==> src/rtl/mem_pkg.sv <==
// ============================================================================
// Module   : mem_pkg
// Purpose  : Shared store-size encoding and formatted store entry type.
// Revision : 1.0
// ============================================================================
`default_nettype none

package mem_pkg;

  typedef enum logic [1:0] {
    SZ_BYTE   = 2'b00,
    SZ_HALF   = 2'b01,
    SZ_WORD   = 2'b10,
    SZ_DOUBLE = 2'b11
  } mem_size_t;

  typedef struct packed {
    logic [63:0] wdata;
    logic [7:0]  be;
    logic        misaligned;
    logic        trunc;
  } st_entry_t;

  localparam int unsigned ENTRY_W = $bits(st_entry_t);

endpackage

`default_nettype wire

==> src/rtl/store_lane_fmt.sv <==
// ============================================================================
// Module   : store_lane_fmt
// Purpose  : Combinational narrowing, lane placement, alignment and
//            truncation check for one store request.
// Revision : 1.0
// ============================================================================
`default_nettype none

module store_lane_fmt
  import mem_pkg::*;
(
  input  mem_size_t   size_i,
  input  logic [2:0]  addr_i,
  input  logic [63:0] data_i,
  output st_entry_t   entry_o
);

  logic [63:0] narrow_w;
  logic [7:0]  be_base_w;
  logic        mis_w;
  logic        trunc_w;

  always_comb begin
    narrow_w  = data_i;
    be_base_w = 8'hFF;
    mis_w     = 1'b0;
    trunc_w   = 1'b0;
    case (size_i)
      SZ_BYTE: begin
        narrow_w  = {56'd0, data_i[7:0]};
        be_base_w = 8'h01;
        trunc_w   = (data_i[63:8] != {56{data_i[7]}});
      end
      SZ_HALF: begin
        narrow_w  = {48'd0, data_i[15:0]};
        be_base_w = 8'h03;
        mis_w     = addr_i[0];
        trunc_w   = (data_i[63:16] != {48{data_i[15]}});
      end
      SZ_WORD: begin
        narrow_w  = {32'd0, data_i[31:0]};
        be_base_w = 8'h0F;
        mis_w     = |addr_i[1:0];
        trunc_w   = (data_i[63:32] != {32{data_i[31]}});
      end
      default: begin
        mis_w = |addr_i;
      end
    endcase
  end

  // Misaligned stores keep the narrow value unshifted and write no lanes.
  always_comb begin
    entry_o            = '0;
    entry_o.misaligned = mis_w;
    entry_o.trunc      = trunc_w;
    if (mis_w) begin
      entry_o.wdata = narrow_w;
      entry_o.be    = 8'h00;
    end else begin
      entry_o.wdata = narrow_w << {addr_i, 3'b000};
      entry_o.be    = be_base_w << addr_i;
    end
  end

endmodule

`default_nettype wire

==> src/rtl/store_formatter.sv <==
// ============================================================================
// Module   : store_formatter
// Purpose  : Registered store formatter with valid/ready handshake, two-entry
//            skid buffer and saturating fault counter.
// Revision : 1.0
// ============================================================================
`default_nettype none

module store_formatter
  import mem_pkg::*;
#(
  parameter int unsigned FAULT_CNT_W = 8
) (
  input  logic                   clk,
  input  logic                   reset,
  input  logic                   in_valid,
  output logic                   in_ready,
  input  logic [63:0]            in_data,
  input  logic [1:0]             in_size,
  input  logic [2:0]             in_addr,
  output logic                   out_valid,
  input  logic                   out_ready,
  output logic [63:0]            out_wdata,
  output logic [7:0]             out_be,
  output logic                   out_misaligned,
  output logic                   out_trunc,
  output logic [FAULT_CNT_W-1:0] fault_count
);

  localparam logic [FAULT_CNT_W-1:0] FAULT_MAX = {FAULT_CNT_W{1'b1}};

  st_entry_t              fmt_w;
  st_entry_t              main_q, main_d;
  st_entry_t              skid_q, skid_d;
  logic                   main_valid_q, main_valid_d;
  logic                   skid_valid_q, skid_valid_d;
  logic [FAULT_CNT_W-1:0] fault_q, fault_d;
  logic                   in_acc_w;
  logic                   out_xfer_w;

  store_lane_fmt u_fmt (
    .size_i  (mem_size_t'(in_size)),
    .addr_i  (in_addr),
    .data_i  (in_data),
    .entry_o (fmt_w)
  );

  assign in_acc_w   = in_valid && !skid_valid_q;
  assign out_xfer_w = main_valid_q && out_ready;

  always_comb begin
    main_d       = main_q;
    skid_d       = skid_q;
    main_valid_d = main_valid_q;
    skid_valid_d = skid_valid_q;
    fault_d      = fault_q;

    // Main register always holds the oldest entry; skid drains first.
    if (!main_valid_q || out_xfer_w) begin
      if (skid_valid_q) begin
        main_d       = skid_q;
        main_valid_d = 1'b1;
        skid_valid_d = 1'b0;
      end else if (in_acc_w) begin
        main_d       = fmt_w;
        main_valid_d = 1'b1;
      end else begin
        main_valid_d = 1'b0;
      end
    end else if (in_acc_w) begin
      skid_d       = fmt_w;
      skid_valid_d = 1'b1;
    end

    if (out_xfer_w && (main_q.misaligned || main_q.trunc) && (fault_q != FAULT_MAX)) begin
      fault_d = fault_q + 1'b1;
    end
  end

  always_ff @(posedge clk) begin
    if (reset) begin
      main_q       <= '0;
      skid_q       <= '0;
      main_valid_q <= 1'b0;
      skid_valid_q <= 1'b0;
      fault_q      <= '0;
    end else begin
      main_q       <= main_d;
      skid_q       <= skid_d;
      main_valid_q <= main_valid_d;
      skid_valid_q <= skid_valid_d;
      fault_q      <= fault_d;
    end
  end

  assign in_ready       = !skid_valid_q;
  assign out_valid      = main_valid_q;
  assign out_wdata      = main_q.wdata;
  assign out_be         = main_q.be;
  assign out_misaligned = main_q.misaligned;
  assign out_trunc      = main_q.trunc;
  assign fault_count    = fault_q;

endmodule

`default_nettype wire

==> config.mk <==
export PLATFORM = sky130hd
export DESIGN_NAME = store_formatter
export DESIGN_NICKNAME = d
export VERILOG_FILES = /design/src/rtl/mem_pkg.sv /design/src/rtl/store_lane_fmt.sv /design/src/rtl/store_formatter.sv
export SDC_FILE = /design/constraint.sdc
export NUM_CORES = 1
export LEC_CHECK = 0
export ABC_AREA = 1
export BUFFER_PORTS_ARGS = -buffer_cell sky130_fd_sc_hd__buf_2
export CORE_MARGIN = 2
export CORE_UTILIZATION = 30
export DETAILED_ROUTE_END_ITERATION = 16
export SYNTH_ARGS = -nofsm -noshare
export SYNTH_HDL_FRONTEND = slang
export SYNTH_SLANG_ARGS = --single-unit
==> constraint.sdc <==
create_clock -name clk -period 2.1 [get_ports clk]
set_input_delay 0.42 -clock clk [delete_from_list [all_inputs] [get_ports clk]]
set_output_delay 0.42 -clock clk [all_outputs]
set_load 0.02 [all_outputs]
==> results.md, run 1 <==
- Drt wl/cell: 17.7 um
- Reg-to-reg setup timing slack: 440 ps
- RSZ-0062 raised after global routing: false
- Largest stage delay, worst path: 330 ps
- Ratio of cells with drive above 1 in the final layout: 0.203
- Clk_skew: 13.2 ps
- Syn Nets: 1482
- Library cells used by synthesis: 39
- Largest net degree at the start of global routing: 62
- CP required: 1680 ps
- Slew Limit Fails: 0
- Die X: 177 um
- Sequential-to-total area share from yosys stat: 0.353
- Final WS setup: 290 ps
- Power density over the cells: 729 nW/um^2
- CP bufs+invs: 3
- Worst slew margin: 0.547
- Total gr overflow: 0
- Clock root buffer: clkbuf_16
- Tmin final: 1810 ps
- Die footprint: 31300 um^2
- Worst-path clk slew: 60 ps
- Detailed placement HPWL: 25400 um
- Status: complete, no violations
- Critical Path Source Type: flop
- Post-DRT Antenna Nets: 0
- Nets: 1640
- Worst-margin pin slew: 680 ps
- Core box area: 29600 um^2
- Syn_area_per_cell: 6.37 um^2
- CTS H-tree lvls: 4
- CTS sink cnt: 158
- Top-Level Pins: 157
- Via/cell ratio: 5.12
- Slowest-stage cell, CP: dfxtp_2
- Total GRT Usage: 0.220
- Post-synthesis register bit count: 158
- Vias in the first global route: 9181
- Async SR Flop Fraction: 0
- Global-route wire length before repair: 52900 um
- Post-Syn Area: 8970 um^2
- Routability Congestion: 0.980
- Hold crit path type: in -> reg
- Critical path class: reg -> out
- Worst Path Max Fanout: 61
- Fmax: 552 MHz
- Final period util: 0.862
- TritonCTS Buffers: 17
- Postcts setup bufs: 0
- Initial antenna violation count: 0
- Die height: 177 um
- Pwr Total: 8100 uW
- EDFF count, synth: 0
- Crit-path cells: inv_2, buf_12, buf_2
- Arrival time worst endpoint: 1390 ps
- Drc violations: 0
- Synth-to-layout area growth: 24.0%
- Yosys warns: 0
- Pre-CTS setup slack: -50.8 ps
- Syn Inst Count: 1408
- IO Port Bufs: 156
- Initial DRC Count: 905
- Bufs on Longest Clock Path: 2
- Via count: 10100
- Critical path's top delay family: buffers and inverters
- TritonCTS clock tree: built
- Max rail drop VDD: 0.562 mV
- Crit end category: output port
- P_leak: 0.00530 uW
- Initial Utilization: 0.303
- Final WL: 34800 um
- CTS resizes: 0
- Synth Flop Type: dfxtp_1
- Clock Latency Late Sink: 430 ps
- Std cell rows: 63
- Max_cap viols: 0
- TritonRoute pass-1 iters: 5
- Final setup vio count: 0
- Post-layout util: 0.376
- Final Hold Vio Count: 0
- Cts hold-fix bufs: 0
## power breakdown
group / internal (uW) / leakage (uW) / switching (uW)
clock: 1790 / 0.000277 / 1330
combinational: 581 / 0.00373 / 1140
sequential: 3170 / 0.00129 / 91.3
total: 5530 / 0.00530 / 2570
## placed cells by master (no fill, tap or decap), types with 2 or more instances in the layout
master	count
a211oi_1	10
a21o_1	8
a21oi_1	164
a21oi_2	10
a22oi_1	8
and2_1	3
buf_12	11
buf_2	156
buf_4	66
bufinv_16	2
clkbuf_16	17
clkinv_4	4
clkinvlp_4	2
dfxtp_1	157
inv_1	127
inv_2	8
inv_4	3
nand2_1	285
nand2_2	8
nand2_4	3
nand3_1	54
nand3_2	10
nand3b_1	3
nand4_1	5
nor2_1	190
nor2_2	2
nor2_4	2
nor3_1	6
o211ai_1	26
o21ai_0	173
o21ai_1	16
o21ai_2	7
o22ai_1	16
or2_2	2
## synth_stat cells (4+ instances only)
cell      count  area, um^2
nor2_1      191         717
o211ai_1     26         195
a211oi_1     10        75.1
nand3_1      54         270
nor3_1        6        30.0
nand2_2       8        50.1
nand3_2      10         100
dfxtp_1     158        3160
o21ai_0     173         866
o22ai_1      16         100
buf_2        20         100
a21oi_2      10        87.6
nand2_1     285        1070
buf_6         4        45.0
inv_1       130         488
nand4_1       5        31.3
o21ai_2       7        61.3
a22oi_1       8        60.1
a21oi_1     164         821
inv_2         5        18.8
a21o_1        8        60.1
o21ai_1      16        80.1
clkbuf_1     57         214
buf_1        10        37.5
## per-layer routing
| layer | vias to the layer above | share of wire | track usage | routed length [um] |
|---|---|---|---|---|
| li1 | 4951 | - | - | - |
| met1 | 4692 | 0.46 | 0.304 | 15900 |
| met2 | 390 | 0.45 | 0.350 | 15600 |
| met3 | 51 | 0.071 | 0.0397 | 2480 |
| met4 | 0 | 0.023 | 0.0627 | 788 |
| met5 | - | 0 | 0 | 0 |
## path summary, 6_finish.rpt
kind	from	end	cells past startpoint
worst max register to register	fault_count[0]$_SDFFE_PP0P_	fault_count[7]$_SDFFE_PP0P_	9
worst min register to register	out_wdata[62]$_SDFFE_PP0P_	out_wdata[62]$_SDFFE_PP0P_	2
worst max-delay path	skid_valid_q$_SDFFE_PP0P_	in_ready	3
worst min-delay path	out_ready	skid_valid_q$_SDFFE_PP0P_	4
## worst register-to-register path, cell delays in order (launching register included)
cell     delay, ps
dfxtp_1        340
ha_1           230
nand3_1         80
nor2_1          50
nand2_1         50
nand2_1        100
nor2_1         190
nand3_1        140
o21ai_0        250
a21oi_1        100
## per-stage QoR
step / area [um^2] / setup TNS (ps) / instances / hold WS [ps]
finish: 11100 / 0 / 1968 / 324
floorplan: 8970 / 0 / 1408 / 445
detailed placement: 10500 / -177 / 1937 / 456
global route: 11100 / 0 / 1967 / 357
CTS: 11100 / 0 / 1967 / 314
global placement: 10500 / -48.4 / 1937 / 452
## cell type report
| cell class | count | area, um^2 |
|---|---|---|
| Fill cell | 3191 | 18400 |
| Tap cell | 390 | 488 |
| Sequential cell | 158 | 3160 |
| Timing Repair Buffer | 233 | 1500 |
| Inverter | 138 | 526 |
| Multi-Input combinational cell | 1018 | 4870 |
| Antenna cell | 1 | 2.50 |
| Clock buffer | 19 | 443 |
| Clock inverter | 11 | 135 |
## sequential cells by signal, summed over array words and instances (netlist names)
signal / flops
fault_count: 8
out_be: 8
out_misaligned: 1
out_trunc: 1
out_wdata: 64
skid_valid_q: 1
out_valid: 1
skid_q: 74
## kinds of logic after synthesis
group,after synthesis,share of synthesized area
AO/OA/AOI/OAI,441,0.272
flip-flops,158,0.353
buffers and inverters,232,0.105
adder cells (fa/ha/maj),1,0.00140
AND/OR/NAND/NOR,576,0.269
Note: power is estimated with default switching activity, not from simulation.
==> run 2: changes to the inputs <==
--- a/config.mk
+++ b/config.mk
@@ -8,8 +8,9 @@
 export ABC_AREA = 1
 export BUFFER_PORTS_ARGS = -buffer_cell sky130_fd_sc_hd__buf_2
 export CORE_MARGIN = 2
-export CORE_UTILIZATION = 30
+export CORE_UTILIZATION = 55
 export DETAILED_ROUTE_END_ITERATION = 16
+export PLACE_DENSITY = 0.79
 export SYNTH_ARGS = -nofsm -noshare
 export SYNTH_HDL_FRONTEND = slang
 export SYNTH_SLANG_ARGS = --single-unit
==> results.md, run 2 (synthesis results as in run 1) <==
- Area occupied by multi-input gates: 4870 um^2
- Via/cell ratio: 5.74
- Postcts setup bufs: 0
- Ant diodes: 0
- Core box area: 15900 um^2
- IO Port Bufs: 156
- FF+latch area: 3160 um^2
- Fmax: 572 MHz
- Reg-to-reg setup timing slack: 390 ps
- Cell Count, Final, Fillers Out: 1790
- Routability Congestion: 1.04
- Commonest non-fill, non-tap cell in the layout: nand2_1
- Setup TNS: 0 ps
- Detailed placement HPWL: 22900 um
- CP required: 2460 ps
- Initial Utilization: 0.564
- Post-DRT Antenna Nets: 0
- Power density over the cells: 745 nW/um^2
- Final WL: 31700 um
- Pwr Total: 8100 uW
- Final setup vio count: 0
- Nets: 1636
- Crit-path cells: buf_2, nor2_1, a22oi_1, buf_4, nand2_1, nand3_1, a21o_1, a21oi_1
- TritonCTS clock tree: built
- RR Startpoint: fault_count[0]$_SDFFE_PP0P_
- Worst-margin pin slew: 720 ps
- Vias in the first global route: 9343
- Die height: 132 um
- Via count: 10300
- Max reg flops: 74
- Total GRT Usage: 0.362
- Critical path class: in -> reg
- Die footprint: 17300 um^2
- RSZ-0062 raised after global routing: false
- Initial antenna violation count: 0
- Ratio of cells with drive above 1 in the final layout: 0.202
- Max rail drop VDD: 0.571 mV
- Synth-to-layout area growth: 21.2%
- Clock Latency Late Sink: 430 ps
- Cell Area, Placed: 10300 um^2
- Std cell rows: 46
- Worst slew margin: 0.518
- Placed insts: 1759
- CP bufs+invs: 2
- P_leak: 0.00527 uW
- Top-Level Pins: 157
- Largest stage delay, worst path: 580 ps
- Total gr overflow: 0
- Drt wl/cell: 17.7 um
- Top reg by flops: skid_q
- Final Hold Vio Count: 0
- Status: complete, no violations
- TritonCTS Buffers: 17
- Initial DRC Count: 1098
- Hold path depth: 4
- Largest net degree at the start of global routing: 89
- Max_cap viols: 0
- Final period util: 0.833
- WHS: 324 ps
- Global-route wire length before repair: 50100 um
- CTS resizes: 0
- Filler cells: 1460
- Critical path's top delay family: simple AND/OR/NAND/NOR gates
- Crit end category: flop
- Most frequent cells in the layout: 285 x nand2_1, 190 x nor2_1, 173 x o21ai_0, 164 x a21oi_1, 157 x dfxtp_1
- CTS H-tree lvls: 4
- Cell area after layout: 10900 um^2
- Slowest-stage cell, CP: nor2_1
- Cts hold-fix bufs: 0
- Clk_skew: 9.09 ps
- Bufs on Longest Clock Path: 2
- Hold crit path type: in -> reg
- Arrival time worst endpoint: 2110 ps
- TritonRoute pass-1 iters: 8
- WHS Endpoint: skid_valid_q$_SDFFE_PP0P_
- Tmin final: 1750 ps
- Drc violations: 0
- HP Start: out_ready
- CTS sink cnt: 158
- Worst reg-to-reg path cell count: 9
- Reg2reg end: fault_count[7]$_SDFFE_PP0P_
- Critical Path Source Type: primary input
- Die X: 132 um
- Worst Path Max Fanout: 8
- Slew Limit Fails: 0
- Clock root buffer: clkbuf_16
- Worst-path clk slew: 70 ps
[run 2: cell count changes in the layout (fill, tap and decap cells not counted), sizes merged]
cell / before / now
diode: 1 / 0
buf: 233 / 229
inv: 140 / 145
clkinvlp: 2 / 4
clkinv: 5 / 1
clkbuf: 19 / 17
[run 2: area by class of cell]
type / count / area share
clock buffer: 17 / 0.0392
clock inverter: 14 / 0.0159
inverter: 138 / 0.0484
multi-input combinational: 1018 / 0.448
sequential: 158 / 0.291
tap: 216 / 0.0249
timing repair buffer: 229 / 0.133
[run 2: through the flow]
stage	setup WS, ps	util
finish	352	0.684
global route	201	0.684
CTS	405	0.684
detailed placement	5.00	0.646
global placement	-8.56	0.646
floorplan	327	-
[run 2: worst max path at each step]
stage / startpoint / endpoint / slack (ps) / cells after the start
final: in_addr[0] / out_wdata[52]$_SDFFE_PP0P_ / 350 / 8
after global routing: fault_count[0]$_SDFFE_PP0P_ / fault_count[7]$_SDFFE_PP0P_ / 200 / 9
after CTS: fault_count[0]$_SDFFE_PP0P_ / fault_count[7]$_SDFFE_PP0P_ / 410 / 9
after detailed placement: in_addr[0] / out_wdata[40]$_SDFFE_PP0P_ / 5 / 15
after global placement: in_addr[0] / out_wdata[52]$_SDFFE_PP0P_ / -9 / 8
after floorplan: in_addr[0] / out_wdata[62]$_SDFFE_PP0P_ / 330 / 15
[run 2: tightest hold or removal path: cells and delay by family]
kind,cells,cell delay (ps)
AND/OR/NAND/NOR,2,130
buffers and inverters,2,170
[run 2: routing by layer]
layer  GRT usage  share of wire  vias up
met5           0              0        -
met3      0.0748          0.088       80
met2       0.584           0.46      514
li1            -              -     4930
met4       0.145          0.039        0
met1       0.474           0.41     4751
[run 2: power breakdown]
part | internal [uW] | switching, uW | leakage (uW)
clock | 1790 | 1370 | 0.000280
sequential | 3170 | 88.4 | 0.00129
combinational | 565 | 1130 | 0.00370
total | 5520 | 2580 | 0.00527
==> run 3: changes to the inputs <==
--- a/config.mk
+++ b/config.mk
@@ -5,12 +5,12 @@
 export SDC_FILE = /design/constraint.sdc
 export NUM_CORES = 1
 export LEC_CHECK = 0
-export ABC_AREA = 1
+export ABC_AREA = 0
 export BUFFER_PORTS_ARGS = -buffer_cell sky130_fd_sc_hd__buf_2
 export CORE_MARGIN = 2
-export CORE_UTILIZATION = 55
+export CORE_UTILIZATION = 51
 export DETAILED_ROUTE_END_ITERATION = 16
-export PLACE_DENSITY = 0.79
+export PLACE_DENSITY = 0.77
 export SYNTH_ARGS = -nofsm -noshare
 export SYNTH_HDL_FRONTEND = slang
 export SYNTH_SLANG_ARGS = --single-unit
==> constraint.sdc (replaced) <==
create_clock -name clk -period 1.55 [get_ports clk]
set_input_delay 0.31 -clock clk [delete_from_list [all_inputs] [get_ports clk]]
set_output_delay 0.31 -clock clk [all_outputs]
set_load 0.02 [all_outputs]
==> results.md, run 3 <==
- Comb power frac: 0.233
- Hold path depth: 2
- Global-route wire length before repair: 46200 um
- Switching share of power: 0.304
- Max rail drop VDD: 0.791 mV
- IO Port Bufs: 156
- Max_cap viols: 0
- Library cells used by synthesis: 60
- Largest net degree at the start of global routing: 69
- Bufs on Longest Clock Path: 2
- Power density over the cells: 937 nW/um^2
- Sequential-to-total area share from yosys stat: 0.383
- Slew Limit Fails: 0
- Post-layout util: 0.746
- Yosys warns: 0
- Synth-to-layout area growth: 43.5%
- Clk_skew: 8.89 ps
- Setup TNS: -182 ps
- Reg2reg end: skid_q[40]$_SDFFE_PP0P_
- Fmax: 622 MHz
- Top reg by flops: skid_q
- Post-synth top cells: 158 x dfxtp_1, 134 x nand2_1, 118 x a21oi_1
- Ant diodes: 0
- Cell area after layout: 11900 um^2
- Syn Inst Count: 1049
- Arrival time worst endpoint: 1970 ps
- Total GRT Usage: 0.334
- Routability Congestion: 1.00
- Tmin final: 1610 ps
- Clock share of power: 0.376
- Pwr Total: 11100 uW
- HP Start: reset
- Max reg flops: 74
- TritonCTS Buffers: 17
- Die footprint: 17200 um^2
- Final period util: 1.04
- Most frequent CP cell: buf_4
- CTS sink cnt: 158
- Worst-margin pin slew: 566 ps
- Clock Latency Late Sink: 440 ps
- Pint: 7730 uW
- Nets: 1409
- CP required: 1910 ps
- Worst-path clk slew: 60 ps
- Worst Path Max Fanout: 7
- Syn_area_per_cell: 7.88 um^2
- Biggest area consumer among synthesized cells: dfxtp_1
- Failing checks: setup timing
- Via count: 9942
- Sw power: 3370 uW
- Ratio of cells with drive above 1 in the final layout: 0.364
- Critical path's top delay family: simple AND/OR/NAND/NOR gates
- Final WS setup: -56.8 ps
- Most frequent cells in the layout: 196 x buf_4, 154 x dfxtp_1, 150 x buf_2, 134 x nand2_1, 111 x a21oi_1
- Cell Area, Placed: 10700 um^2
- Vias in the first global route: 8612
- Initial DRC Count: 1180
- Sequential power share: 0.392
- Die height: 131 um
- Synth area leaders: dfxtp_1 38%, a21oi_1 7.1%, nand2_1 6.1%, nor2_1 4.1%, o211ai_1 3.7%
- TritonRoute pass-1 iters: 6
- Status: finished with violations
- Critical path class: in -> reg
- Reg-to-reg setup timing slack: -60 ps
- Clock root buffer: clkbuf_16
- RR Startpoint: out_valid$_SDFFE_PP0N_
- Hold crit path type: in -> reg
- Drt wl/cell: 20.2 um
- EDFF count, synth: 0
- CTS H-tree lvls: 4
- Final WL: 31500 um
- Area share of the largest cell type after synthesis: 0.383
- Final Hold Vio Count: 0
- Post-DRT Antenna Nets: 0
- WHS Endpoint: out_valid$_SDFFE_PP0N_
- TritonCTS clock tree: built
- Slowest-stage cell, CP: nor4_1
- Syn Nets: 1123
- Crit end category: flop
- Die X: 131 um
- Total gr overflow: 0
- Via/cell ratio: 6.36
- Top-Level Pins: 157
- Post-Syn Area: 8260 um^2
- Commonest non-fill, non-tap cell in the layout: buf_4
- Pre-CTS setup slack: -600 ps
- Core box area: 15900 um^2
- Largest stage delay, worst path: 330 ps
- Critical Path Source Type: primary input
- Detailed placement HPWL: 21300 um
- P_leak: 0.00492 uW
- Count leader, synth: dfxtp_1
- RSZ-0062 raised after global routing: true
- Worst reg-to-reg path cell count: 5
- Std cell rows: 46
- Synth Flop Type: dfxtp_1
- Post-synthesis register bit count: 158
- Initial antenna violation count: 0
- Cts hold-fix bufs: 0
- CP bufs+invs: 3
- Worst slew margin: 0.621
- Crit-path cells: buf_4, buf_4, nand3_2, a21oi_2, and3b_2, buf_4, nor4_1, a21oi_1, a21oi_1
- Final setup vio count: 6
- Async SR Flop Fraction: 0
- Initial Utilization: 0.520
- Drc violations: 0
## run 3: how the worst max path moves through the flow
stage / startpoint / endpoint / slack [ps] / depth (start not counted)
after floorplan: in_size[0] / out_wdata[27]$_SDFFE_PP0P_ / -180 / 8
after global placement: in_addr[0] / out_wdata[63]$_SDFFE_PP0P_ / -570 / 8
after detailed placement: in_addr[0] / out_wdata[60]$_SDFFE_PP0P_ / -600 / 9
after CTS: out_valid$_SDFFE_PP0N_ / skid_q[58]$_SDFFE_PP0P_ / 5 / 6
after global routing: out_valid$_SDFFE_PP0N_ / skid_q[40]$_SDFFE_PP0P_ / -130 / 5
final: in_size[0] / out_wdata[56]$_SDFFE_PP0P_ / -60 / 9
## run 3: logic make-up after synthesis
kind of cell | synth area share
compound gates | 0.321
mux | 0.0189
simple gates | 0.205
flops | 0.383
fa+ha+maj | 0.00151
xor+xnor | 0.00636
buf+inv | 0.0644
## run 3: layout make-up
cell class              instances  area, um^2
repair buffers                374        2730
multi-input cells             771        5060
flip-flops and latches        158        3170
clock inverters                10         116
well taps                     216         270
clock buffers                  20         447
inverters                      13        51.3
fillers                      1184        4030
## run 3: power groups by stage
stage | Clock [uW] | Sequential (uW) | Combinational (uW)
2_1_floorplan | 0 | 4590 | 1100
3_3_place_gp | 0 | 4430 | 2260
3_5_place_dp | 0 | 4440 | 2280
4_1_cts | 4180 | 4350 | 2330
5_1_grt | 4350 | 4370 | 2730
6_report | 4170 | 4350 | 2580
## run 3: per-stage QoR
stage / instances / hold slack (ps)
after floorplan: 1049 / 433
after global placement: 1512 / 435
after detailed placement: 1512 / 442
after CTS: 1543 / 163
after global routing: 1562 / 171
final: 1562 / 187
## run 3: routing by layer
metal / global-route usage / vias to the layer above / share of wire
met4: 0.107 / 0 / 0.037
met1: 0.457 / 4685 / 0.41
met3: 0.0702 / 118 / 0.089
met5: 0 / - / 0
li1: - / 4511 / -
met2: 0.531 / 628 / 0.46
## run 3: repair_timing
item	in CTS	in global routing
buffers inserted	1	17
gates cloned	0	3
pin swaps	1	22
gates resized for setup	20	74
setup endpoints to repair	35	121
